## src/rtl/uart_pkg.sv

```systemverilog
// Shared definitions for the UART transmit scheduler.
//   - Baud select codes understood by the UART byte transmitter.
//   - Scheduler state encoding (also exported on the state_dbg port).
//   - Width of the transmit timeout counter.
package uart_pkg;

  localparam logic [2:0] BAUD_9600   = 3'd0;
  localparam logic [2:0] BAUD_19200  = 3'd1;
  localparam logic [2:0] BAUD_38400  = 3'd2;
  localparam logic [2:0] BAUD_57600  = 3'd3;
  localparam logic [2:0] BAUD_115200 = 3'd4;

  localparam int TMO_W = 20;

  typedef enum logic [2:0] {
    ST_IDLE      = 3'd0,
    ST_LOAD      = 3'd1,
    ST_WAIT_BUSY = 3'd2,
    ST_WAIT_DONE = 3'd3,
    ST_DONE      = 3'd4,
    ST_GAP       = 3'd5
  } state_t;

endpackage

```

## src/rtl/uart_tx_sched_if.sv

```systemverilog
// Link between the scheduler and the UART byte transmitter.
//   master (scheduler)  : drives tx_send_en, tx_databyte, tx_baud_set
//   slave (transmitter) : drives tx_busy, tx_done
// Handshake: tx_send_en is a one-cycle start pulse; tx_databyte is held
// from that pulse until the byte completes. The transmitter raises tx_busy
// while shifting and pulses tx_done once when the frame is finished.
interface uart_tx_sched_if;
  logic       tx_send_en;
  logic [7:0] tx_databyte;
  logic [2:0] tx_baud_set;
  logic       tx_busy;
  logic       tx_done;

  modport master (
    output tx_send_en,
    output tx_databyte,
    output tx_baud_set,
    input  tx_busy,
    input  tx_done
  );

  modport slave (
    input  tx_send_en,
    input  tx_databyte,
    input  tx_baud_set,
    output tx_busy,
    output tx_done
  );
endinterface

```

## src/rtl/uart_tx_sched_rr_arbiter.sv

```systemverilog
// Round-robin arbiter.
//   clk, rst : clock, asynchronous active-high reset
//   req      : request vector
//   adv      : accept the current grant and move the pointer past it
//   gnt_oh   : one-hot grant (combinational)
//   gnt_idx  : encoded grant index (combinational)
//   any      : at least one request present
// The search starts at the internal pointer and wraps, so the requester
// just served becomes lowest priority on the next round.
module rr_arbiter #(
  parameter  int N  = 4,
  localparam int IW = (N > 1) ? $clog2(N) : 1
) (
  input  logic          clk,
  input  logic          rst,
  input  logic [N-1:0]  req,
  input  logic          adv,
  output logic [N-1:0]  gnt_oh,
  output logic [IW-1:0] gnt_idx,
  output logic          any
);

  logic [IW-1:0] ptr;

  always_comb begin
    int c;
    c       = 0;
    gnt_oh  = '0;
    gnt_idx = '0;
    any     = 1'b0;
    for (int k = 0; k < N; k++) begin
      c = int'(ptr) + k;
      if (c >= N) c = c - N;
      if (!any && req[c]) begin
        any       = 1'b1;
        gnt_idx   = IW'(c);
        gnt_oh[c] = 1'b1;
      end
    end
  end

  always_ff @(posedge clk or posedge rst) begin
    if (rst) begin
      ptr <= '0;
    end else if (adv && any) begin
      ptr <= (gnt_idx == IW'(N - 1)) ? '0 : gnt_idx + 1'b1;
    end
  end

endmodule

```

## src/rtl/uart_tx_sched.sv

```systemverilog
// Round-robin scheduler sharing one UART byte transmitter among N_REQ
// requesters.
//   sys_clk, sys_rst         : clock, asynchronous active-high reset
//   req, req_data            : level requests, byte i at [8i+7:8i]
//   gnt, done                : one-hot pulses (byte captured / finished)
//   cfg_baud_set/cfg_baud_wr : baud select write port
//   tx                       : transmitter link (send/data/baud, busy/done)
//   busy, timeout_err        : scheduler active, abort pulse
//   state_dbg                : current FSM state
// All outputs are registered; each pulse appears in the cycle after the
// FSM decision that causes it.
module uart_tx_sched
  import uart_pkg::*;
#(
  parameter int         N_REQ          = 4,
  parameter logic [2:0] BAUD_RST       = BAUD_9600,
  parameter int         GAP_CYCLES     = 16,
  parameter int         TIMEOUT_CYCLES = 600000
) (
  input  logic                 sys_clk,
  input  logic                 sys_rst,
  input  logic [N_REQ-1:0]     req,
  input  logic [8*N_REQ-1:0]   req_data,
  output logic [N_REQ-1:0]     gnt,
  output logic [N_REQ-1:0]     done,
  input  logic [2:0]           cfg_baud_set,
  input  logic                 cfg_baud_wr,
  uart_tx_sched_if.master      tx,
  output logic                 busy,
  output logic                 timeout_err,
  output state_t               state_dbg
);

  localparam int IDX_W = (N_REQ > 1) ? $clog2(N_REQ) : 1;
  localparam int GAP_W = (GAP_CYCLES > 1) ? $clog2(GAP_CYCLES) : 1;

  state_t             state, state_n;
  logic [N_REQ-1:0]   gnt_q, gnt_n, done_q, done_n;
  logic               send_q, send_n, busy_q, busy_n, tmo_err_q, tmo_err_n;
  logic [7:0]         data_q, data_n;
  logic [2:0]         baud_q, baud_n, pend_val_q, pend_val_n;
  logic               pend_q, pend_n;
  logic [IDX_W-1:0]   owner_q, owner_n;
  logic [TMO_W-1:0]   tmo_q, tmo_n;
  logic [GAP_W-1:0]   gap_q, gap_n;

  logic [N_REQ-1:0]   arb_oh;
  logic [IDX_W-1:0]   arb_idx;
  logic               arb_any, arb_adv;

  rr_arbiter #(.N(N_REQ)) u_arb (
    .clk     (sys_clk),
    .rst     (sys_rst),
    .req     (req),
    .adv     (arb_adv),
    .gnt_oh  (arb_oh),
    .gnt_idx (arb_idx),
    .any     (arb_any)
  );

  always_comb begin
    state_n    = state;
    gnt_n      = '0;
    done_n     = '0;
    send_n     = 1'b0;
    tmo_err_n  = 1'b0;
    data_n     = data_q;
    baud_n     = baud_q;
    pend_n     = pend_q;
    pend_val_n = pend_val_q;
    owner_n    = owner_q;
    tmo_n      = tmo_q;
    gap_n      = gap_q;
    arb_adv    = 1'b0;

    case (state)
      ST_IDLE: begin
        // Baud changes take the IDLE cycle they land in; no grant then.
        if (pend_q) begin
          baud_n = pend_val_q;
          pend_n = 1'b0;
          if (cfg_baud_wr) begin
            pend_n     = 1'b1;
            pend_val_n = cfg_baud_set;
          end
        end else if (cfg_baud_wr) begin
          baud_n = cfg_baud_set;
        end else if (arb_any) begin
          gnt_n   = arb_oh;
          data_n  = req_data[8*int'(arb_idx) +: 8];
          owner_n = arb_idx;
          arb_adv = 1'b1;
          state_n = ST_LOAD;
        end
      end
      ST_LOAD: begin
        send_n  = 1'b1;
        tmo_n   = '0;
        state_n = ST_WAIT_BUSY;
      end
      ST_WAIT_BUSY, ST_WAIT_DONE: begin
        // tx_done has priority over an expiring timeout.
        if (tx.tx_done) begin
          done_n[owner_q] = 1'b1;
          state_n         = ST_DONE;
        end else if (tmo_q == TMO_W'(TIMEOUT_CYCLES - 1)) begin
          done_n[owner_q] = 1'b1;
          tmo_err_n       = 1'b1;
          gap_n           = '0;
          state_n         = (GAP_CYCLES == 0) ? ST_IDLE : ST_GAP;
        end else begin
          tmo_n = tmo_q + 1'b1;
          if (state == ST_WAIT_BUSY && tx.tx_busy) state_n = ST_WAIT_DONE;
        end
      end
      ST_DONE: begin
        gap_n   = '0;
        state_n = (GAP_CYCLES == 0) ? ST_IDLE : ST_GAP;
      end
      ST_GAP: begin
        if (gap_q == GAP_W'(GAP_CYCLES - 1)) state_n = ST_IDLE;
        else gap_n = gap_q + 1'b1;
      end
      default: state_n = ST_IDLE;
    endcase

    // Outside IDLE a baud write is parked; the last write wins.
    if (state != ST_IDLE && cfg_baud_wr) begin
      pend_n     = 1'b1;
      pend_val_n = cfg_baud_set;
    end

    busy_n = (state_n != ST_IDLE);
  end

  always_ff @(posedge sys_clk or posedge sys_rst) begin
    if (sys_rst) begin
      state      <= ST_IDLE;
      gnt_q      <= '0;
      done_q     <= '0;
      send_q     <= 1'b0;
      busy_q     <= 1'b0;
      tmo_err_q  <= 1'b0;
      data_q     <= '0;
      baud_q     <= BAUD_RST;
      pend_q     <= 1'b0;
      pend_val_q <= '0;
      owner_q    <= '0;
      tmo_q      <= '0;
      gap_q      <= '0;
    end else begin
      state      <= state_n;
      gnt_q      <= gnt_n;
      done_q     <= done_n;
      send_q     <= send_n;
      busy_q     <= busy_n;
      tmo_err_q  <= tmo_err_n;
      data_q     <= data_n;
      baud_q     <= baud_n;
      pend_q     <= pend_n;
      pend_val_q <= pend_val_n;
      owner_q    <= owner_n;
      tmo_q      <= tmo_n;
      gap_q      <= gap_n;
    end
  end

  assign gnt            = gnt_q;
  assign done           = done_q;
  assign busy           = busy_q;
  assign timeout_err    = tmo_err_q;
  assign state_dbg      = state;
  assign tx.tx_send_en  = send_q;
  assign tx.tx_databyte = data_q;
  assign tx.tx_baud_set = baud_q;

endmodule

```

## src/flat_wrapper.sv

```systemverilog
// flat-port wrapper written by rule: the top's interface ports become plain ports
module uart_tx_sched_flat import uart_pkg::*;
#(
  parameter int         N_REQ          = 4,
  parameter logic [2:0] BAUD_RST       = BAUD_9600,
  parameter int         GAP_CYCLES     = 16,
  parameter int         TIMEOUT_CYCLES = 600000
)
  (sys_clk, sys_rst, req, req_data, gnt, done, cfg_baud_set, cfg_baud_wr, busy, timeout_err, state_dbg, tx_tx_send_en, tx_tx_databyte, tx_tx_baud_set, tx_tx_busy, tx_tx_done);
  uart_tx_sched_if tx_i ();
  input  logic sys_clk;
  input  logic sys_rst;
  input  logic [N_REQ-1:0] req;
  input  logic [8*N_REQ-1:0] req_data;
  output logic [N_REQ-1:0] gnt;
  output logic [N_REQ-1:0] done;
  input  logic [2:0] cfg_baud_set;
  input  logic cfg_baud_wr;
  output logic busy;
  output logic timeout_err;
  output state_t state_dbg;
  output wire logic [$bits(tx_i.tx_send_en)-1:0] tx_tx_send_en;
  output wire logic [$bits(tx_i.tx_databyte)-1:0] tx_tx_databyte;
  output wire logic [$bits(tx_i.tx_baud_set)-1:0] tx_tx_baud_set;
  input wire logic [$bits(tx_i.tx_busy)-1:0] tx_tx_busy;
  input wire logic [$bits(tx_i.tx_done)-1:0] tx_tx_done;
  assign tx_tx_send_en = tx_i.tx_send_en;
  assign tx_tx_databyte = tx_i.tx_databyte;
  assign tx_tx_baud_set = tx_i.tx_baud_set;
  assign tx_i.tx_busy = tx_tx_busy;
  assign tx_i.tx_done = tx_tx_done;
  uart_tx_sched #(.N_REQ(N_REQ), .BAUD_RST(BAUD_RST), .GAP_CYCLES(GAP_CYCLES), .TIMEOUT_CYCLES(TIMEOUT_CYCLES)) u_core (.sys_clk(sys_clk), .sys_rst(sys_rst), .req(req), .req_data(req_data), .gnt(gnt), .done(done), .cfg_baud_set(cfg_baud_set), .cfg_baud_wr(cfg_baud_wr), .tx(tx_i), .busy(busy), .timeout_err(timeout_err), .state_dbg(state_dbg));
endmodule
```

## config.mk

```make
export PLATFORM = sky130hd
export DESIGN_NAME = uart_tx_sched_flat
export DESIGN_NICKNAME = d
export VERILOG_FILES = /design/src/rtl/uart_pkg.sv /design/src/rtl/uart_tx_sched_if.sv /design/src/rtl/uart_tx_sched_rr_arbiter.sv /design/src/rtl/uart_tx_sched.sv /design/src/flat_wrapper.sv
export SDC_FILE = /design/constraint.sdc
export NUM_CORES = 1
export LEC_CHECK = 0
export ABC_AREA = 1
export CAP_MARGIN = 40
export CORE_MARGIN = 5
export CORE_UTILIZATION = 57
export CTS_CLUSTER_SIZE = 30
export DETAILED_ROUTE_END_ITERATION = 10
export GPL_TIMING_DRIVEN = 0
export PLACE_DENSITY = 0.86
export SLEW_MARGIN = 20
export SYNTH_ARGS = -nofsm -noshare
export SYNTH_HDL_FRONTEND = slang
export SYNTH_HIERARCHICAL = 1
export SYNTH_SLANG_ARGS = --single-unit
```

## constraint.sdc

```tcl
create_clock -name sys_clk -period 6.9 [get_ports sys_clk]
set_clock_uncertainty 0.2 [all_clocks]
set_input_delay 1.38 -clock sys_clk [delete_from_list [all_inputs] [get_ports sys_clk]]
set_output_delay 1.38 -clock sys_clk [all_outputs]
set_load 0.01 [all_outputs]
```

==> run summary <==
The flow ran to the end, and the final reports show no timing, DRC or antenna violations. The static power due to leakage came out at 2.17 nW. The total of cells resized after clock tree synthesis came out at 0. Counting every sink on the clock net gives 57. The first TritonRoute pass finished after 6 iterations. The first routing iteration left 177 violations. Summed over all layers, the routed wires come to 8920 um. The filler-free cell count of the finished design is 673. The path with the worst hold slack has its endpoint at u_core/done[0]. The headroom to the max-slew limit came out at 55.5%. The end of the worst register-to-register path is u_core/tx.tx_databyte[7]. The all-layer global routing usage came out at 22.8%. The cell taking the most area after synthesis is sky130_fd_sc_hd__dfrtp_1. The number of max-slew violations in the final report came out at 0. The multiplexer share of the synthesized area came out at 0%. The number of distinct library cell variants in the gate-level netlist after synthesis is 35. The total power after layout is 1.78 mW. The share of synthesized flip-flops with an asynchronous set or reset is 100%. The min-delay analysis places its worst path in the category flip-flop to flip-flop. The number of diodes is 0. The highest net fanout along the worst path is 10. The area of the mapped netlist is 3640 sq um. Pin placement for this block handled 69 I/O pins. At the end of routability-driven placement, the weighted congestion stood at 0.934. STA classifies the critical path startpoint as an input port. The clock-pin slew reported for the worst setup and hold paths after clock tree synthesis is 70 ps.

The detailed-placement wirelength estimate came out at 6710 um. The number of core rows is 29. The via density per instance came out at 5.37. The number of port buffers is 68.

The floorplan die width came out at 89.9 um. Clock tree synthesis inserted a total of 9 buffers. The worst path needs 3850 ps of the cycle, external delays included. The post-route fraction of the period consumed by the critical path came out at 55.8%.

Entering global routing, the biggest net connects 56 pins. The synthesized netlist devotes 2.65% of its cell area to XOR and XNOR gates. The synthesized netlist devotes 36.7% of its cell area to simple gates. Among all flip-flop cells after synthesis, the most frequent one is sky130_fd_sc_hd__dfrtp_1. The final total negative setup slack came out at 0 ps. By area, the combinational part of the netlist is dominated by simple AND/OR/NAND/NOR gates.

The cell count after synthesis is 512. The average cell area after synthesis came out at 7.11 sq um. The vertical die dimension is 89.9 um.

Setup repair after global routing left no endpoint under its margin. The core box area is 6280 sq um. Counting instances, the worst hold path has a depth of 1. The number of global-route vias before repair is 3606. The count of placed standard cells including taps came out at 657. The final hold slack came out at 269 ps.

The fraction of the mapped netlist area in adder cells is 3.44%. For this configuration, the core starts out at a cell density of 58.0%. The worst register-to-register path has a setup slack of 3460 ps. Based on the critical path, the design can be clocked at up to 0.260 GHz. The count of final hold-check violations came to 0.

The detailed-route DRC error count came out at 0. STA puts the critical path data required time at 6920 ps. The number of synthesized flops with an enable pin is 0. The maximum VDD drop came out at 0.302 mV.

The detailed router placed 3611 vias in this run. The tree is rooted in a sky130_fd_sc_hd__clkbuf_8. The data arrival time of the critical path came out at 3880 ps. The global-route congestion overflow total is 0. The maximum level of the CTS H-tree came out at 3. The total number of yosys warnings came out at 6. After synthesis, the cell types taking the most area are sky130_fd_sc_hd__dfrtp_1 39%, sky130_fd_sc_hd__nand2_1 17%, sky130_fd_sc_hd__nor2_1 7.8%. The number of nets in the synthesized netlist is 566.

The first global-routing pass estimated 15600 um of wire. The post-synthesis sequential area ratio came out at 39.2%. For this run, the post-layout net count is 645. Counting instances in the post-synthesis netlist gives the leading cell types as 168 x sky130_fd_sc_hd__nand2_1, 76 x sky130_fd_sc_hd__nor2_1, 57 x sky130_fd_sc_hd__dfrtp_1. The measured slew at the worst slew-check pin came out at 668 ps. The maximum clock insertion buffer count is 2. The die area is 8090 sq um. The remaining number of nets flagged by the antenna check after routing came out at 0. The share of the synthesized area in compound gates (AO/OA/AOI/OAI) is 10.1%.

The count of maximum capacitance violations came out at 0. The post-CTS setup buffer count is 0. The CTS tree is built. The number of antenna violations at the first check in global routing is 0. The worst reg2reg path depth came out at 16. The clock insertion delay at the later pin of the skew report is 340 ps.

The kind of end point of the critical path is a flip-flop. The start point of the worst min-delay path is u_core/owner_q[1]. The fraction of layout instances using a drive strength above 1 came out at 7.89%. The area overhead of the layout relative to synthesis is 28.1%. The setup-violating endpoint count in the final report came out at 0. The top-area cell type share of the netlist area came out at 39.2%. The routed wirelength normalized by instance count is 13.3 um.

The ratio of total power to cell area is 382 nW/um^2. sky130_fd_sc_hd__nand2_1 is the most common cell in the netlist. The start-to-end type of the worst setup path is input port to flip-flop. Hold repair after CTS inserted 0 buffers.

After synthesis the netlist holds a flip-flop and latch count of 57.
-- where the power goes --
part	total, mW	internal [mW]	leakage (nW)	switching [mW]
clock	0.383	0.249	0.120	0.134
sequential	0.486	0.415	0.751	0.0713
combinational	0.914	0.358	1.30	0.556
-- sequential cells by signal, indices dropped and copies added (netlist names), named ones only --
register and flops:
u_core/u_arb/ptr 1, u_core/tx.tx_databyte 8, u_core/pend_q 1, u_core/owner_q 2
u_core/done 4, u_core/gnt 4, u_core/busy 1, u_core/tmo_q 20
u_core/tx.tx_send_en 1, u_core/tx.tx_baud_set 3, u_core/state_dbg 3, u_core/pend_val_q 3
u_core/gap_q 4, u_core/timeout_err 1
-- kinds of logic (layout without fill, tap and decap cells) --
family,Yosys count,after routing
XOR/XNOR,11,11
AO/OA/AOI/OAI,56,56
buffers and inverters,70,154
AND/OR/NAND/NOR,308,308
flip-flops,57,57
adder cells (fa/ha/maj),10,10
-- metal layers --
layer	track usage [%]	wire, um	vias up
met4	9.43	179	0
met1	27.5	3720	1661
met5	0	0	-
li1	-	-	1792
met3	6.84	769	20
met2	37.9	4250	138
-- layout make-up --
type,count,area (sq um)
sequential,57,1430
buffer,13,73.8
inverter,57,219
clock inverter,5,103
fill,510,1610
clock buffer,11,141
tap,77,96.3
timing repair buffer,68,681
multi-input combinational,385,1930
-- critical path, stage by stage --
cell and delay [ps]:
sky130_fd_sc_hd__clkdlybuf4s50_1 410, sky130_fd_sc_hd__inv_1 60, sky130_fd_sc_hd__nand2_1 100, sky130_fd_sc_hd__nand3_2 140, sky130_fd_sc_hd__nand2_4 100, sky130_fd_sc_hd__inv_4 80, sky130_fd_sc_hd__nand3_4 90, sky130_fd_sc_hd__nand2_2 80
sky130_fd_sc_hd__nand2_2 60, sky130_fd_sc_hd__nand2_2 80, sky130_fd_sc_hd__clkbuf_1 300, sky130_fd_sc_hd__clkinv_1 300, sky130_fd_sc_hd__clkbuf_1 300, sky130_fd_sc_hd__nor2_1 170, sky130_fd_sc_hd__o32ai_1 110, sky130_fd_sc_hd__nand2_1 70
sky130_fd_sc_hd__nand2_1 40
-- cell usage in the layout (no fill, tap or decap), types with 3 or more instances in the layout --
cell / instances
sky130_fd_sc_hd__nand3_1: 28
sky130_fd_sc_hd__nand3_2: 5
sky130_fd_sc_hd__clkdlybuf4s50_1: 68
sky130_fd_sc_hd__dfrtp_1: 57
sky130_fd_sc_hd__nand2_1: 168
sky130_fd_sc_hd__xor2_1: 7
sky130_fd_sc_hd__nand2_2: 7
sky130_fd_sc_hd__ha_1: 10
sky130_fd_sc_hd__o211ai_1: 3
sky130_fd_sc_hd__clkbuf_8: 10
sky130_fd_sc_hd__o32ai_1: 8
sky130_fd_sc_hd__buf_6: 3
sky130_fd_sc_hd__xnor2_1: 4
sky130_fd_sc_hd__o21ai_0: 22
sky130_fd_sc_hd__o221ai_1: 4
sky130_fd_sc_hd__nor2_1: 76
sky130_fd_sc_hd__bufinv_16: 3
sky130_fd_sc_hd__nor2_2: 3
sky130_fd_sc_hd__nor3_1: 6
sky130_fd_sc_hd__nand4_1: 6
sky130_fd_sc_hd__a22oi_1: 4
sky130_fd_sc_hd__a21oi_1: 7
sky130_fd_sc_hd__o21a_1: 3
sky130_fd_sc_hd__inv_1: 51
sky130_fd_sc_hd__clkbuf_1: 9
-- worst max-delay path by stage --
stage | start | end | cells past startpoint
finish | req[3] | u_core/tx.tx_databyte[7] | 17
global route | req[3] | u_core/tx.tx_databyte[7] | 17
CTS | req[3] | u_core/tx.tx_databyte[7] | 17
detailed placement | req[3] | u_core/tx.tx_databyte[7] | 17
global placement | req[0] | u_core/tx.tx_databyte[7] | 14
floorplan | req[3] | u_core/tx.tx_databyte[6] | 14
-- through the flow --
stage,setup WS (ps),utilization [%],instance area (sq um)
3_3_place_gp,2800,70.4,4420
4_1_cts,3090,74.3,4670
2_1_floorplan,3630,-,3640
5_1_grt,2750,74.3,4670
3_5_place_dp,2740,70.4,4420
6_report,3050,74.3,4670
Power figures use the tool's default switching activity.
